### config.mk
export PLATFORM = sky130hd
export DESIGN_NAME = unidad_control_multiciclo
export DESIGN_NICKNAME = d
export VERILOG_FILES = /design/src/rtl/unidad_control_multiciclo.sv
export SDC_FILE = /design/constraint.sdc
export NUM_CORES = 1
export LEC_CHECK = 0
export CAP_MARGIN = 20
export CORE_ASPECT_RATIO = 1.25
export CORE_MARGIN = 2
export CORE_UTILIZATION = 35
export CTS_CLUSTER_DIAMETER = 60
export DETAILED_ROUTE_END_ITERATION = 12
export PLACE_DENSITY = 0.64
export SETUP_SLACK_MARGIN = 0.1
export SLEW_MARGIN = 20
export SYNTH_ARGS = -nofsm -noshare
export SYNTH_HDL_FRONTEND = slang
export SYNTH_SLANG_ARGS = --single-unit
### constraint.sdc
create_clock -name clk -period 2.36 [get_ports clk]
set_input_delay 0.472 -clock clk [delete_from_list [all_inputs] [get_ports clk]]
set_output_delay 0.472 -clock clk [all_outputs]
set_load 0.005 [all_outputs]
### src/rtl/unidad_control_multiciclo.sv
// unidad_control_multiciclo: multicycle MIPS-style control FSM with memory wait timeout
//   Ports:
//     clk, reset (async, active-high)
//     op[5:0]      opcode from the instruction register
//     mem_ready    memory finishes the current access this cycle
//     PCWrite, PCWriteCond, IRWrite, MemRead, MemWrite, RegWrite   enables
//     IorD, RegDst, MemToReg, AluSrcA, AluSrcB[1:0], PCSource[1:0], AluOp[2:0]   selects
//     state[3:0], illegal_op, error, instr_count[15:0]   status
module unidad_control_multiciclo #(
    parameter int MEM_TIMEOUT = 16
) (
    input  logic        clk,
    input  logic        reset,
    input  logic [5:0]  op,
    input  logic        mem_ready,
    output logic        PCWrite,
    output logic        PCWriteCond,
    output logic        IRWrite,
    output logic        MemRead,
    output logic        MemWrite,
    output logic        RegWrite,
    output logic        IorD,
    output logic        RegDst,
    output logic        MemToReg,
    output logic        AluSrcA,
    output logic [1:0]  AluSrcB,
    output logic [1:0]  PCSource,
    output logic [2:0]  AluOp,
    output logic [3:0]  state,
    output logic        illegal_op,
    output logic        error,
    output logic [15:0] instr_count
);
    localparam logic [3:0] S_FETCH     = 4'd0;
    localparam logic [3:0] S_DECODE    = 4'd1;
    localparam logic [3:0] S_MEM_ADDR  = 4'd2;
    localparam logic [3:0] S_MEM_READ  = 4'd3;
    localparam logic [3:0] S_MEM_WB    = 4'd4;
    localparam logic [3:0] S_MEM_WRITE = 4'd5;
    localparam logic [3:0] S_EXEC_R    = 4'd6;
    localparam logic [3:0] S_R_WB      = 4'd7;
    localparam logic [3:0] S_BRANCH    = 4'd8;
    localparam logic [3:0] S_JUMP      = 4'd9;
    localparam logic [3:0] S_ADDI_EX   = 4'd10;
    localparam logic [3:0] S_ADDI_WB   = 4'd11;
    localparam logic [3:0] S_ERROR     = 4'd15;
    localparam logic [5:0] OP_R    = 6'b000000;
    localparam logic [5:0] OP_LW   = 6'b100011;
    localparam logic [5:0] OP_SW   = 6'b101011;
    localparam logic [5:0] OP_BEQ  = 6'b000100;
    localparam logic [5:0] OP_J    = 6'b000010;
    localparam logic [5:0] OP_ADDI = 6'b001000;
    logic [3:0]  r_state;
    logic [7:0]  r_wait;
    logic [15:0] r_instr_count;
    logic [3:0]  w_next;
    logic        w_waiting;
    logic        w_timeout;
    logic        w_retire;
    // Only the three memory-facing states can stall on mem_ready
    assign w_waiting = (r_state == S_FETCH || r_state == S_MEM_READ || r_state == S_MEM_WRITE) && !mem_ready;
    // Widened compare so a full 8-bit counter can never wrap past the limit
    assign w_timeout = w_waiting && ({1'b0, r_wait} + 9'd1 == 9'(MEM_TIMEOUT));
    assign w_retire  = (w_next == S_FETCH) &&
                       (r_state inside {S_MEM_WB, S_MEM_WRITE, S_R_WB, S_BRANCH, S_JUMP, S_ADDI_WB});
    assign state       = r_state;
    assign instr_count = r_instr_count;
    always_ff @(posedge clk or posedge reset) begin
        if (reset) begin
            r_state       <= S_FETCH;
            r_wait        <= 8'd0;
            r_instr_count <= 16'd0;
        end else begin
            r_state       <= w_next;
            r_wait        <= w_waiting ? r_wait + 8'd1 : 8'd0;
            r_instr_count <= w_retire ? r_instr_count + 16'd1 : r_instr_count;
        end
    end
    always_comb begin
        w_next = S_FETCH;
        case (r_state)
            S_FETCH:     w_next = mem_ready ? S_DECODE : S_FETCH;
            S_DECODE:
                case (op)
                    OP_R:         w_next = S_EXEC_R;
                    OP_LW, OP_SW: w_next = S_MEM_ADDR;
                    OP_BEQ:       w_next = S_BRANCH;
                    OP_J:         w_next = S_JUMP;
                    OP_ADDI:      w_next = S_ADDI_EX;
                    default:      w_next = S_FETCH;
                endcase
            S_MEM_ADDR:  w_next = (op == OP_LW) ? S_MEM_READ : S_MEM_WRITE;
            S_MEM_READ:  w_next = mem_ready ? S_MEM_WB : S_MEM_READ;
            S_MEM_WRITE: w_next = mem_ready ? S_FETCH : S_MEM_WRITE;
            S_EXEC_R:    w_next = S_R_WB;
            S_ADDI_EX:   w_next = S_ADDI_WB;
            S_ERROR:     w_next = S_ERROR;
            default:     w_next = S_FETCH;
        endcase
        if (w_timeout)
            w_next = S_ERROR;
    end
    always_comb begin
        PCWrite     = 1'b0;
        PCWriteCond = 1'b0;
        IRWrite     = 1'b0;
        MemRead     = 1'b0;
        MemWrite    = 1'b0;
        RegWrite    = 1'b0;
        IorD        = 1'b0;
        RegDst      = 1'b0;
        MemToReg    = 1'b0;
        AluSrcA     = 1'b0;
        AluSrcB     = 2'b00;
        PCSource    = 2'b00;
        AluOp       = 3'b000;
        illegal_op  = 1'b0;
        error       = 1'b0;
        case (r_state)
            S_FETCH: begin
                MemRead = 1'b1;
                AluSrcB = 2'b01;
                IRWrite = mem_ready;
                PCWrite = mem_ready;
            end
            S_DECODE: begin
                AluSrcB    = 2'b11;
                illegal_op = !(op inside {OP_R, OP_LW, OP_SW, OP_BEQ, OP_J, OP_ADDI});
            end
            S_MEM_ADDR: begin
                AluSrcA = 1'b1;
                AluSrcB = 2'b10;
            end
            S_MEM_READ: begin
                MemRead = 1'b1;
                IorD    = 1'b1;
            end
            S_MEM_WB: begin
                MemToReg = 1'b1;
                RegWrite = 1'b1;
            end
            S_MEM_WRITE: begin
                MemWrite = 1'b1;
                IorD     = 1'b1;
            end
            S_EXEC_R: begin
                AluSrcA = 1'b1;
                AluOp   = 3'b001;
            end
            S_R_WB: begin
                RegDst   = 1'b1;
                RegWrite = 1'b1;
            end
            S_BRANCH: begin
                AluSrcA     = 1'b1;
                AluOp       = 3'b010;
                PCWriteCond = 1'b1;
                PCSource    = 2'b01;
            end
            S_JUMP: begin
                PCWrite  = 1'b1;
                PCSource = 2'b10;
            end
            S_ADDI_EX: begin
                AluSrcA = 1'b1;
                AluSrcB = 2'b10;
            end
            S_ADDI_WB: RegWrite = 1'b1;
            S_ERROR:   error = 1'b1;
            default: ;
        endcase
        // Reset is asynchronous, so state already reads FETCH; keep its enables quiet too
        if (reset) begin
            PCWrite     = 1'b0;
            PCWriteCond = 1'b0;
            IRWrite     = 1'b0;
            MemWrite    = 1'b0;
            RegWrite    = 1'b0;
            illegal_op  = 1'b0;
        end
    end
endmodule

# After elaboration in Yosys (flattened, before gate mapping)
# Index checks and enable logic that the tools add are counted.
# W data, S select, Z words.
# totals
ff_bits	28
latch_bits	0
mem_bits_rw	0
romBits	0
input_bits	9
output_inout_bits	39
word_cells	71
n_memories	0
# op_classes
add_sub_neg	3
mul	0
div	0
magnitude_cmp	0
n_eq_ne	18
shifts	0
mux	29
bitwise_logic	0
reduce_logical	18
# op_table
cell	n
$pmux W4 S8	1
$eq A4 B4 Y1 const B	5
$pmux W4 S5	1
$mux W1	18
$add A16 B1 Y16 const B	1
$eq A4 B3 Y1 const B	4
$eq A6 B6 Y1 const B	2
$reduce_bool A6 Y1	2
$add A8 B1 Y9 const B	1
$eq A9 B5 Y1 const B	1
$mux W3	3
$add A8 B1 Y8 const B	1
$eq A4 B2 Y1 const B	2
$logic_not A4 Y1	2
$mux W8	1
$pmux W2 S2	2
$reduce_or A2 Y1	4
$eq A6 B2 Y1 const B	1
$eq A6 B3 Y1 const B	1
$eq A6 B4 Y1 const B	1
$logic_not A6 Y1	1
$pmux W2 S3	1
$eq A4 B1 Y1 const B	1
$mux W4	1
6 further kinds	10

# Logic depth before layout (Yosys ltp)
# Gate-level depths: netlist of run 1.
# depth
ltp_word	8
depth_mapped	7
depth_no_buf	6

# Least setup slack after synthesis of run 1
# Ideal clock, no wire load.
# synth_path
path_kind	in2out
from	input port reset
to	output port PCWrite
arrival_ps	1549
required_time_ps	1888
slack_ps	339
cell_stages	3
path_buffers	0
cell_sequence	inv_1 -> and4_1 -> a41o_1
# synth_via
elab_chain_len	1
# synth_lines
element	line_no	text
from (decl)	13	input logic reset,
$mux W1	173	if (reset) begin
to (decl)	16	output logic PCWrite,
# Every way passes these cells.

# Final worst setup path of run 1
# layout_path
from	input port op[0]
to	output port illegal_op
# layout_via
elab_chain_len	5
elab_cells_between_ends	10
cone_classes	5 x eq/ne; 2 x mux; 3 x reduce/logical
# layout_lines
element	line_no	text
from (decl)	14	input logic [5:0] op,
$eq A6 B6 Y1 (tied with other cells)	128	illegal_op = !(op inside {OP_R, OP_LW, OP_SW, OP_BEQ, OP_J, OP_ADDI});
$reduce_bool A6 Y1 (*)	128	
$logic_not A1 Y1 (*)	128	
$mux W1 (*)	119	case (r_state)
$mux W1 (*)	173	
to (decl)	30	output logic illegal_op,
# Every way passes the cells marked *; elsewhere a longest branch is shown, timed or not.

==> impl_metrics.yaml, run 1 <==
grt:
  first_global_vias: 1665
  grt_max_degree: 23
  grt_overflow: 0
  grt_pass1_wl_um: 7800
  grt_antenna_before_repair: 0
  grt_use_total_pct: 15.9
critical_path:
  critPathArrivalTime_ns: 1.79
  crit_fanout: 4
  cp_cell_sequence: "clkdlybuf4s50_1 > and3_1 > o21ai_0 > nand2_1 > nor4_1 > dlygate4sd2_1"
  slowest_delay_ns: 0.45
  critPathLaunch: "op[0]"
  crit_buf_inv: 2
  worstSetupPathType: "input pin to primary output"
  endpoint_kind: "primary output"
  cp-start-kind: "input pin"
  path_delay_family: "buffers and inverters"
  r2r_start: "state[0]$_DFF_PP0_"
  crit_required_ns: 1.89
  slowest_stage: "clkdlybuf4s50_1"
cts:
  cts_sinks: 28
  path_clk_slew_ns: 0.10
  htree_levels: 1
  cts_buffers: 3
  clk_path_buf_depth: 2
  ctsHoldBuffers: 0
  insertion_delay_ns: 0.28
  root_buffer: "clkbuf_8"
  cts_tree: "built"
timing:
  finClkSkew_ns: 0.00361
  fin_hold_ws_ns: 0.473
  final-setup-viol-count: 0
  fmax_ghz: 0.442
  fin_crit_ns: 2.26
  finalCritPeriodShare_pct: 95.8
  hold_viol_final: 0
  fin_ws_ns: 0.0981
  finalMaxSlewViolations: 0
  rsz0062_at_grt: "true"
detailed_routing:
  ant_nets: 0
  finalWirelength_um: 4600
  vias: 1700
  wire_per_inst_um: 13.8
  dr.pass1.iters: 4
  avgViaCountPerCell: 5.09
  post-route-drc-count: 0
  dr.first_iter.drc_count: 71
power:
  finalPower_w: 0.00129
  switching_share_pct: 27.8
  vdd_drop_max_uv: 389
  internal-power_w: 0.000932
  switchingPower_w: 0.000359
  p_per_area_nw_per_um2: 474
  seq_power_share_pct: 44.1
  clkPwrFrac_pct: 29.3
  power_frac_comb_pct: 26.7
  p_leak_nw: 1.30
final_layout:
  syn_to_final_growth_pct: 45.5
  drive_gt1_share_pct: 23.5
  finalNetCount: 285
  final_util_pct: 53.2
  stdcell_count: 334
  fill_cells: 475
  num_antenna_cells: 0
synth:
  synth-seq-cells: 28
  ys_types: 47
  syn_area_um2: 1870
  syn_nets: 213
  synth_edf_count: 0
  yosysSeqAreaShare_pct: 37.5
  async_flop_share_pct: 100
  syn_avg_cell_area_um2: 9.31
  synth_top_flop_cell: "dfrtp_1"
  synthCells: 201
  yosysWarnings: 0
die:
  die_h_um: 85.7
  start_util_pct: 36.6
  die_w_um: 69.4
  io-pin-count: 48
  core_um2: 5120
  dieArea_um2: 5950
  row_count: 29
place:
  place_ws_ns: -0.301
  place_inst: 323
  routabilityCongestion: 0.821
  hpwl_um: 3640
  port_buffers: 46
run_status:
  status: "finished, final reports clean"
worst_hold_path:
  hold_start: "instr_count[15]$_DFFE_PP0P_"
  hp-class: "register to register"
flow_run:
  maxCapViolCount: 0
## layout make-up
class	count	area, um2	share of cell area [%]
tap	62	77.6	2.85
clock inverter	1	30.0	1.10
inverter	7	26.3	0.966
sequential	28	704	25.9
timing repair buffer	78	756	27.8
multi-input combinational	155	1090	39.9
clock buffer	3	41.3	1.52
## layer usage
metal	track usage, %	wire (um)
met1	20.2	1960
met2	28.9	2420
met3	2.12	175
met4	3.21	39
met5	0	0
## power groups by stage
stage          clock network (W)  registers [W]  logic, W
2_1_floorplan                  0       0.000568  0.000162
3_3_place_gp                   0       0.000584  0.000324
3_5_place_dp                   0       0.000585  0.000325
4_1_cts                 0.000387       0.000570  0.000350
5_1_grt                 0.000406       0.000576  0.000380
6_report                0.000378       0.000569  0.000344
## final timing paths
path	end	slack, ns	cells after the start
worst max-delay path	illegal_op	0.1	6
worst min-delay path	instr_count[15]$_DFFE_PP0P_	0.47	1
worst max register to register	instr_count[14]$_DFFE_PP0P_	0.40	7
worst min register to register	instr_count[15]$_DFFE_PP0P_	0.47	1
max in group asynchronous	state[0]$_DFF_PP0_	1.41	4
min in group asynchronous	state[2]$_DFF_PP0_	0.54	3
## per-stage QoR
stage               setup TNS (ns)  cell area [um2]
floorplan                        0             1870
global placement            -0.284             2530
detailed placement          -0.301             2530
CTS                              0             2690
global route                     0             2720
finish                           0             2720
## registers in the layout (all words and copies together) (netlist names)
name and flops:
r_wait 8, state 4, instr_count 16
## synthesized netlist by cell type, drive strengths merged (2+ instances only)
library cell / instances / area [um2]
nor3b: 3 / 22.5
o221ai: 2 / 17.5
nand3: 7 / 47.6
buf: 7 / 60.1
nor2: 23 / 88.8
or2: 3 / 18.8
dfrtp: 28 / 701
inv: 7 / 26.3
clkbuf: 4 / 15.0
and3: 5 / 31.3
xnor2: 13 / 114
nor4: 6 / 50.0
nand4bb: 2 / 22.5
nor3: 14 / 100
o2111ai: 3 / 26.3
o21ai: 5 / 25.0
a21oi: 3 / 15.0
xor2: 12 / 124
and4: 3 / 26.3
nor2b: 3 / 18.8
a21boi: 2 / 15.0
ha: 3 / 37.5
nand4: 6 / 37.5
nand2b: 4 / 25.0
nand2: 19 / 73.8
## cells by family after synthesis
family,synth area share (%)
DFF,37.5
and+or+nand+nor,32.9
other,0.200
muxes,1.14
buffers and inverters,5.42
xor gates and xnor gates,12.7
adders and majority gates,2.01
AOI/OAI and AO/OA,8.16
## cells in the final DEF (no fill, tap or decap), drive strengths merged, types with 3 or more instances in the layout
master,netlist,final
clkdlybuf4s50,0,32
buf,7,32
dfrtp,28,28
nor2,23,23
nand2,19,19
nor3,14,14
xnor2,13,13
xor2,12,12
dlymetal6s2s,0,9
inv,7,7
nand3,7,7
nand4,6,6
nor4,6,6
and3,5,5
dlygate4sd2,0,5
o21ai,5,5
nand2b,4,4
a21oi,3,3
nor3b,3,3
and4,3,3
or2,3,3
o2111ai,3,3
ha,3,3
clkbuf,4,3
nor2b,3,3
## repair_timing
action                                 4_1_cts  5_1_grt
gates resized for setup                     11       14
pin swaps                                    0        0
setup endpoints to repair                   16       11
setup buffers                                7        0
endpoints found under the hold margin        0        0
Power figures use the tool's default switching activity.
==> inputs of run 2 (changes only) <==
--- a/config.mk
+++ b/config.mk
@@ -11,7 +11,7 @@
 export CORE_UTILIZATION = 35
 export CTS_CLUSTER_DIAMETER = 60
 export DETAILED_ROUTE_END_ITERATION = 12
-export PLACE_DENSITY = 0.64
+export PLACE_DENSITY = 0.67
 export SETUP_SLACK_MARGIN = 0.1
 export SLEW_MARGIN = 20
 export SYNTH_ARGS = -nofsm -noshare
==> constraint.sdc (replaced) <==
create_clock -name clk -period 1.99 [get_ports clk]
set_input_delay 0.398 -clock clk [delete_from_list [all_inputs] [get_ports clk]]
set_output_delay 0.398 -clock clk [all_outputs]
set_load 0.005 [all_outputs]
==> run 2 against run 1 <==
  * The run now ends with negative setup slack left
  * Via count increased by 7.8%
  * Clock-buffer cell count unchanged
  * Routed wire length increased by 19%
  * Combinational power increased by 56%
  * Register-to-register slack got worse by 0.42 ns
  * Non-clock buffer count increased by 23
  * Sequential share of layout area decreased by 2.9 points
  * Flip-flop and latch count unchanged
  * Sequential power increased by 19%
  * Worst setup slack got worse by 0.12 ns
  * Largest cell class unchanged
  * Utilization increased by 6.7 points
  * Critical endpoint is now instr_count[8]$_DFFE_PP0P_
  * Final cell count increased by 6.9%
==> impl_metrics.yaml, run 2 (same netlist as run 1, synthesis figures left out) <==
final_layout:
  fill_cells: 414
  syn_to_final_growth_pct: 63.7
  layout_common_cells: "buf_4 (42), dfrtp_1 (25), nor2_1 (18), clkdlybuf4s50_1 (18), nand2_1 (16)"
  seqCellArea_um2: 704
  final_common_cell: "buf_4"
  multi_input_area_um2: 1290
  drive_gt1_share_pct: 43.4
  num_antenna_cells: 0
  fin_area_um2: 3060
  finalNetCount: 308
  largest_reg_flops: 16
critical_path:
  critPathLaunch: "state[3]$_DFF_PP0_"
  cp-start-kind: "register"
  endpoint_kind: "register"
  worstSetupPathType: "register to register"
  crit_fanout: 5
  critPathArrivalTime_ns: 2.18
  crit_required_ns: 2.16
  r2r_start: "state[3]$_DFF_PP0_"
detailed_routing:
  avgViaCountPerCell: 5.13
  met3_length_um: 195
  dr.first_iter.drc_count: 56
  finalWirelength_um: 5460
  wl_met2_um: 3000
  dr.pass1.iters: 4
  top_layer: "met4"
  vias: 1833
  ant_nets: 0
  wl_met1_um: 2170
  post-route-drc-count: 0
  wire_per_inst_um: 15.3
grt:
  first_global_vias: 1994
  grt_pass1_wl_um: 9070
  grt_overflow: 0
  grt_use_total_pct: 18.4
  grt_max_degree: 19
  grt_antenna_before_repair: 0
power:
  vdd_drop_max_uv: 586
  power_frac_comb_pct: 32.2
  p_leak_nw: 1.47
  p_per_area_nw_per_um2: 543
  clkPwrFrac_pct: 27.1
  switching_share_pct: 29.1
  switchingPower_w: 0.000483
  seq_power_share_pct: 40.6
  finalPower_w: 0.00166
  internal-power_w: 0.00118
timing:
  fin_crit_ns: 2.01
  setup-tns-final_ns: -0.0779
  finClkSkew_ns: 0.0103
  rsz0062_at_grt: "true"
  fin_hold_ws_ns: 0.481
  fmax_ghz: 0.497
  hold_viol_final: 0
  final-setup-viol-count: 7
  fin_ws_ns: -0.0212
  finalCritPeriodShare_pct: 101
  finalMaxSlewViolations: 0
place:
  hpwl_um: 3770
  post_dp_cell_area_um2: 2670
  port_buffers: 46
  routabilityCongestion: 0.777
cts:
  cts_sinks: 28
  htree_levels: 1
  cts_tree: "built"
  root_buffer: "clkbuf_8"
  cts_buffers: 3
  insertion_delay_ns: 0.28
  path_clk_slew_ns: 0.10
  clk_path_buf_depth: 2
die:
  io-pin-count: 48
  start_util_pct: 36.6
  row_count: 29
  dieArea_um2: 5950
  die_w_um: 69.4
  die_h_um: 85.7
  core_um2: 5120
worst_hold_path:
  hold_start: "instr_count[15]$_DFFE_PP0P_"
  hp-class: "register to register"
run_status:
  violations: "negative setup slack"
  status: "finished, violations left"
flow_run:
  maxCapViolCount: 0
-- run 2: power by group through the flow --
stage | clock [W] | sequential, W | combinational [W]
after floorplan | 0 | 0.000674 | 0.000192
after global placement | 0 | 0.000689 | 0.000439
after detailed placement | 0 | 0.000688 | 0.000442
after CTS | 0.000460 | 0.000675 | 0.000509
after global routing | 0.000486 | 0.000684 | 0.000583
final | 0.000452 | 0.000676 | 0.000536
-- run 2: worst max-delay path: stages, from the launching register on --
cell and delay, ns:
dfrtp_2 0.45, buf_6 0.13, buf_6 0.11, or4b_4 0.52, o211ai_4 0.11, nand4bb_4 0.23, buf_12 0.14, nor3_2 0.05
xor2_1 0.15
-- run 2: area by class of cell --
cell class	count	share of cell area [%]
Clock inverter	1	0.981
Sequential cell	28	23.0
Clock buffer	3	1.35
Timing Repair Buffer	101	29.0
Inverter	7	0.858
Tap cell	62	2.53
Multi-Input combinational cell	155	42.3
-- run 2: through the flow --
stage	setup WS, ns	std cells	utilization [%]
finish	-0.0212	357	59.8
floorplan	0.117	201	-
CTS	-0.173	355	58.4
global placement	-0.512	338	52.2
global route	-0.0743	357	59.8
detailed placement	-0.559	338	52.2
-- run 2: timing repair --
item                                    in CTS  in global routing
gates resized for setup                     88                 45
hold buffers                                 0                  0
gates cloned                                 1                  0
setup buffers                               12                  3
pin swaps                                   17                 16
endpoints found under the setup margin      33                 33
-- run 2: path summary, 6_finish.rpt --
kind / cells after the start / slack [ns] / to
max: 8 / -0.02 / instr_count[8]$_DFFE_PP0P_
min: 1 / 0.48 / instr_count[15]$_DFFE_PP0P_
max reg2reg: 8 / -0.02 / instr_count[8]$_DFFE_PP0P_
min reg2reg: 1 / 0.48 / instr_count[15]$_DFFE_PP0P_
max in group asynchronous: 3 / 1.23 / state[0]$_DFF_PP0_
min in group asynchronous: 3 / 0.53 / state[3]$_DFF_PP0_
-- run 2: routing by layer --
| metal | up-vias | GRT usage [%] |
|---|---|---|
| met1 | 886 | 21.7 |
| met3 | 9 | 1.88 |
| li1 | 897 | - |
| met2 | 41 | 34.7 |
| met4 | 0 | 6.42 |
| met5 | - | 0 |
==> inputs of run 3 (changes only) <==
--- a/config.mk
+++ b/config.mk
@@ -13,7 +13,7 @@
 export DETAILED_ROUTE_END_ITERATION = 12
 export PLACE_DENSITY = 0.67
 export SETUP_SLACK_MARGIN = 0.1
-export SLEW_MARGIN = 20
+export SLEW_MARGIN = 25
 export SYNTH_ARGS = -nofsm -noshare
 export SYNTH_HDL_FRONTEND = slang
 export SYNTH_SLANG_ARGS = --single-unit
==> results of run 3 <==
Final layout, timing and power as in run 2 (identical DEF).
